$ cat config.mk
export PLATFORM = sky130hd
export DESIGN_NAME = tcdm64_rr_arbiter
export DESIGN_NICKNAME = d
export VERILOG_FILES = /design/src/rtl/tcdm64_rr_arbiter.sv
export SDC_FILE = /design/constraint.sdc
export NUM_CORES = 1
export LEC_CHECK = 0
export BUFFER_PORTS_ARGS = -buffer_cell sky130_fd_sc_hd__buf_2
export CELL_PAD_IN_SITES_DETAIL_PLACEMENT = 2
export CELL_PAD_IN_SITES_GLOBAL_PLACEMENT = 2
export CORE_AREA = 2 2 338 340
export CTS_CLUSTER_SIZE = 25
export DETAILED_ROUTE_END_ITERATION = 8
export DIE_AREA = 0 0 340 342
export PLACE_DENSITY_LB_ADDON = 0.1
export SKIP_LAST_GASP = 1
export SYNTH_ARGS = -nofsm -noshare
export SYNTH_HDL_FRONTEND = slang
export SYNTH_SLANG_ARGS = --single-unit
$ cat constraint.sdc
create_clock -name clk_i -period 2.6 [get_ports clk_i]
set_clock_uncertainty 0.2 [all_clocks]
set_input_delay 0.26 -clock clk_i [delete_from_list [all_inputs] [get_ports clk_i]]
set_output_delay 0.26 -clock clk_i [all_outputs]
set_load 0.02 [all_outputs]
$ cat src/rtl/tcdm64_rr_arbiter.sv
// tcdm64_rr_arbiter
//   Lets NB_MASTERS 64-bit TCDM masters share one 64-bit TCDM slave port.
//   Masters win in fair round-robin order. A master that is refused a
//   grant keeps the port (request lock) until the slave grants it.
//   The index of every granted master goes into a small in-order FIFO.
//   Each slave response is steered back to the master at the FIFO head.
//
// Ports
//   clk_i, rst_i          clock, asynchronous active-high reset
//   req_i/add_i/wen_i/    per-master request bus, master m at slice m
//   wdata_i/be_i
//   gnt_o                 per-master grant, combinational
//   r_rdata_o/r_opc_o     slave response, broadcast to every master
//   r_valid_o             per-master response valid, one-hot
//   slv_*_o               request bus to the slave (all zero when idle)
//   slv_gnt_i             slave grant
//   slv_r_*_i             slave response
//   err_o                 sticky: a response arrived with nothing outstanding
module tcdm64_rr_arbiter #(
  parameter int unsigned NB_MASTERS      = 4,
  parameter int unsigned MAX_OUTSTANDING = 2
) (
  input  logic                     clk_i,
  input  logic                     rst_i,
  input  logic [NB_MASTERS-1:0]    req_i,
  input  logic [NB_MASTERS*32-1:0] add_i,
  input  logic [NB_MASTERS-1:0]    wen_i,
  input  logic [NB_MASTERS*64-1:0] wdata_i,
  input  logic [NB_MASTERS*8-1:0]  be_i,
  output logic [NB_MASTERS-1:0]    gnt_o,
  output logic [NB_MASTERS*64-1:0] r_rdata_o,
  output logic [NB_MASTERS-1:0]    r_opc_o,
  output logic [NB_MASTERS-1:0]    r_valid_o,
  output logic                     slv_req_o,
  output logic [31:0]              slv_add_o,
  output logic                     slv_wen_o,
  output logic [63:0]              slv_wdata_o,
  output logic [7:0]               slv_be_o,
  input  logic                     slv_gnt_i,
  input  logic [63:0]              slv_r_rdata_i,
  input  logic                     slv_r_opc_i,
  input  logic                     slv_r_valid_i,
  output logic                     err_o
);

  localparam int unsigned IDW = $clog2(NB_MASTERS);
  localparam int unsigned PW  = (MAX_OUTSTANDING > 1) ? $clog2(MAX_OUTSTANDING) : 1;
  localparam int unsigned CW  = $clog2(MAX_OUTSTANDING + 1);

  typedef enum logic {
    LK_FREE,
    LK_HELD
  } lock_e;

  lock_e          lock_q, lock_d;
  logic [IDW-1:0] lock_idx_q, lock_idx_d;
  logic [IDW-1:0] rr_ptr_q, rr_ptr_d;
  logic [IDW-1:0] winner;
  logic           found;
  int unsigned    scan_idx;

  logic [IDW-1:0] fifo_q [MAX_OUTSTANDING];
  logic [PW-1:0]  head_q, tail_q;
  logic [CW-1:0]  count_q;
  logic           err_q;

  logic stall, hs, pop;

  function automatic logic [PW-1:0] ptr_inc(input logic [PW-1:0] p);
    return (p == PW'(MAX_OUTSTANDING - 1)) ? '0 : p + 1'b1;
  endfunction

  // Winner: the locked master if a lock is held, otherwise the first
  // requester found scanning upward from rr_ptr. The scan index wraps
  // explicitly so that non-power-of-two master counts never hit an unused index.
  always_comb begin
    winner   = '0;
    found    = 1'b0;
    scan_idx = 0;
    if (lock_q == LK_HELD) begin
      winner = lock_idx_q;
    end else begin
      for (int unsigned i = 0; i < NB_MASTERS; i++) begin
        scan_idx = 32'(rr_ptr_q) + i;
        if (scan_idx >= NB_MASTERS) scan_idx = scan_idx - NB_MASTERS;
        if (!found && req_i[scan_idx]) begin
          winner = IDW'(scan_idx);
          found  = 1'b1;
        end
      end
    end
  end

  // The outstanding limit is checked against the registered count only.
  // A response popping in the same cycle does not free a slot until the next cycle.
  assign stall = (count_q == CW'(MAX_OUTSTANDING));
  assign hs    = slv_req_o && slv_gnt_i;
  assign pop   = slv_r_valid_i && (count_q != '0);

  always_comb begin
    slv_req_o   = (|req_i) && !stall;
    slv_add_o   = '0;
    slv_wen_o   = 1'b0;
    slv_wdata_o = '0;
    slv_be_o    = '0;
    gnt_o       = '0;
    r_valid_o   = '0;
    if (slv_req_o) begin
      slv_add_o   = add_i[winner*32 +: 32];
      slv_wen_o   = wen_i[winner];
      slv_wdata_o = wdata_i[winner*64 +: 64];
      slv_be_o    = be_i[winner*8 +: 8];
    end
    if (hs) gnt_o[winner] = 1'b1;
    if (pop) r_valid_o[fifo_q[head_q]] = 1'b1;
  end

  assign r_rdata_o = {NB_MASTERS{slv_r_rdata_i}};
  assign r_opc_o   = {NB_MASTERS{slv_r_opc_i}};
  assign err_o     = err_q;

  // Round-robin pointer and lock next state
  always_comb begin
    rr_ptr_d   = rr_ptr_q;
    lock_d     = lock_q;
    lock_idx_d = lock_idx_q;
    if (hs) begin
      rr_ptr_d = (winner == IDW'(NB_MASTERS - 1)) ? '0 : winner + 1'b1;
      lock_d   = LK_FREE;
    end else if (slv_req_o) begin
      lock_d     = LK_HELD;
      lock_idx_d = winner;
    end
  end

  always_ff @(posedge clk_i or posedge rst_i) begin
    if (rst_i) begin
      rr_ptr_q   <= '0;
      lock_q     <= LK_FREE;
      lock_idx_q <= '0;
    end else begin
      rr_ptr_q   <= rr_ptr_d;
      lock_q     <= lock_d;
      lock_idx_q <= lock_idx_d;
    end
  end

  // Outstanding-ID FIFO and sticky error flag
  always_ff @(posedge clk_i or posedge rst_i) begin
    if (rst_i) begin
      head_q  <= '0;
      tail_q  <= '0;
      count_q <= '0;
      err_q   <= 1'b0;
      for (int unsigned i = 0; i < MAX_OUTSTANDING; i++) fifo_q[i] <= '0;
    end else begin
      if (hs) begin
        fifo_q[tail_q] <= winner;
        tail_q         <= ptr_inc(tail_q);
      end
      if (pop) head_q <= ptr_inc(head_q);
      case ({hs, pop})
        2'b10:   count_q <= count_q + 1'b1;
        2'b01:   count_q <= count_q - 1'b1;
        default: count_q <= count_q;
      endcase
      if (slv_r_valid_i && (count_q == '0)) err_q <= 1'b1;
    end
  end

endmodule
==> results.toml <==
[run_status]
status = "finished, violations left"
violations = "setup timing"

[final_layout]
seqCellArea_um2 = 353
layout-drive-gt1-share = 0.772
stdcell_count = 2608
multi_input_comb_area_um2 = 4320
fill_cells = 13200
synthToLayoutAreaGrowth_pct = 97.6
design_area_um2 = 11800
final_core_util = 0.105
layout.nets = 1587

[floorplanning]
chipHeight_um = 342
rows = 124
initial_core_util = 0.0530
die_w_um = 340
die-area_um2 = 116000
core_area_um2 = 113000
ios = 868

[route]
routed_wl_um = 47700
post_drt_wl_per_cell_um = 18.3
vias = 6714
avgViaCountPerCell = 2.57
drt_first_pass_iters = 4
drc = 0
ant_nets = 0
drt_iter0_markers = 76

[global_route]
grtUsageMet3 = 0.0215
grt_overflow = 0
grt_usage = 0.0717
grt_busiest_layer = "met2"
antenna_found_initial = 16
grt_pass1_vias = 7617
grt_max_degree = 25
globalRouteMet2Util = 0.136
met1_usage = 0.0768
grt_pass1_wl_um = 59900

[sta]
grt_setup_unrepaired = "true"
hold_violations = 0
finalCritPeriodShare = 1.05
relSlewSlack = 0.575
report.final.slew_viol_count = 0
setup_violations = 91
setup_ws_ns = -0.126
fin_crit_ns = 2.73
worstMarginPinSlew_ns = 0.637
fin_tns_setup_ns = -4.87
fmaxAchievable_mhz = 367

[logic_synthesis]
synth.area.top_cells = "mux2i_1, buf_4, o22ai_1"
synthAdderAreaFrac = 0.00418
synthesis.instances = 710
synth_nets = 1205
synthXorXnorAreaFrac = 0.00731
synth_cell_types = 38
ys_warn_count = 0
synth_top_area_share = 0.351
yosysTopAreaCell = "mux2i_1"
ys_seq_area_frac = 0.0585
synthFlopType = "dfrtp_1"
muxShareOfSynthArea = 0.360
yosys.area_share.simple = 0.0240
syn-cell-area_um2 = 5990
yosys-top-cells-count = "buf_4, mux2i_1, o22ai_1"
synth_top_family_by_area = "buffers and inverters"
synth_compound_area_frac = 0.167
synth_most_common_cell = "buf_4"
synth-seq-cells = 14
synth_edf_count = 0
syn_avg_cell_area_um2 = 8.44
async_reset_ff_frac = 1.00

[clock_network]
cts_tree = "done"
insertion_delay_ns = 0.24
cts_htree_levels = 1
clock_sinks = 14
clk_pin_slew_ns = 0.05
clock_path_buffers = 2
cts_buffers = 3
cts_root_buf = "clkbuf_16"

[worst_setup_path]
worstSetupStartpointType = "register"
crit_start = "rr_ptr_q[0]"
reg2reg_slack_ns = 0.36
path_class = "register to primary output"
required_ns = 2.14
critical_path_peak_fanout = 5
r2r-end = "rr_ptr_q[1]"
cp-end-kind = "primary output"
arrival_ns = 2.27
r2r_start = "lock_q"
ff2ff_path_depth = 9
crit_end = "slv_wdata_o[53]"

[power_and_ir_drop]
p_leak_nw = 5.01
power_mw = 19.3
ir_worst_vdd_uv = 397
p_per_area_nw_per_um2 = 1630

[place]
placed_area_um2 = 9160
io_buffers = 542
dp.cells = 2528
place_hpwl_um = 37600
gp_congestion = 0.730

[run]
maxCapViolations = 0

[min_path]
hp-class = "input port to register"
worst max-delay path: stages (launching register included):
cell and delay, ns:
dfrtp_1 0.41, nand2b_4 0.18, a211oi_4 0.24, a221oi_4 0.06, or2_4 0.32, buf_12 0.16
clkbuf_16 0.16, buf_12 0.14, o22ai_1 0.19, buf_4 0.17
cells in the final DEF, fill, tap and decap left out, types with 2 or more instances in the layout:
master	n
a21oi_1	6
buf_12	29
buf_16	15
buf_2	467
buf_4	89
buf_6	62
buf_8	11
clkbuf_16	13
dfrtp_1	12
dfrtp_2	2
diode_2	5
ha_1	2
inv_1	9
inv_2	3
mux2_2	5
mux2i_1	130
mux2i_2	41
mux2i_4	39
nand2_1	4
nand3_1	2
nor2_1	10
nor3_1	2
nor3b_1	2
o21ai_0	2
o22ai_1	52
o22ai_2	39
o22ai_4	14
xnor2_1	4
cell type report:
type / instances / share of cell area
flip-flops and latches: 14 / 0.0298
diodes: 5 / 0.00106
inverters: 12 / 0.00380
well taps: 1512 / 0.160
multi-input cells: 376 / 0.365
clock buffers: 4 / 0.00750
repair buffers: 685 / 0.433
per-stage QoR:
| stage | worst slack (ns) | hold slack, ns |
|---|---|---|
| floorplan | 0.226 | -0.0508 |
| CTS | -0.144 | 0.0524 |
| detailed placement | -0.162 | 0.211 |
| finish | -0.126 | 0.0475 |
| global route | -0.213 | 0.0683 |
| global placement | -0.149 | 0.219 |
registers in the layout, indices dropped and copies added, names as in the netlist:
register,count
count_q,2
head_q,1
lock_q,1
fifo_q,4
tail_q,1
err_o,1
lock_idx_q,2
rr_ptr_q,2
cells by family after synthesis:
logic type | after synthesis
and+or+nand+nor | 30
DFF | 14
AOI/OAI and AO/OA | 124
buffers and inverters | 320
muxes | 215
adders and majority gates | 2
xor gates and xnor gates | 5
repair_timing:
item | in CTS | in global routing
setup buffers | 18 | 36
hold buffers | 1 | 0
gates cloned | 10 | 10
endpoints found under the hold margin | 14 | 0
gates resized for setup | 152 | 217
endpoints found under the setup margin | 103 | 105
pin swaps | 10 | 30
power breakdown:
group | internal [mW] | switching, mW
clock | 0.234 | 0.0949
sequential | 0.328 | 0.143
combinational | 9.54 | 8.96
total | 10.1 | 9.20
layer usage:
metal  part of all wire  wire (µm)  vias up
li1                   -          -     3075
met1               0.37      17700     3164
met2               0.53      25300      360
met3              0.073       3490      109
met4              0.024       1130        6
met5             0.0010         50        -
how the worst min path moves through the flow:
stage                        startpoint          to  slack (ns)  depth (start not counted)
after floorplan                   rst_i  count_q[0]       -0.05                          1
after global placement            rst_i   fifo_q[1]        0.22                          2
after detailed placement          rst_i   fifo_q[1]        0.21                          2
after CTS                 slv_r_valid_i       err_o        0.05                          2
after global routing      slv_r_valid_i       err_o        0.07                          2
final                     slv_r_valid_i       err_o        0.05                          2
Note: power is estimated with default switching activity, not from simulation.
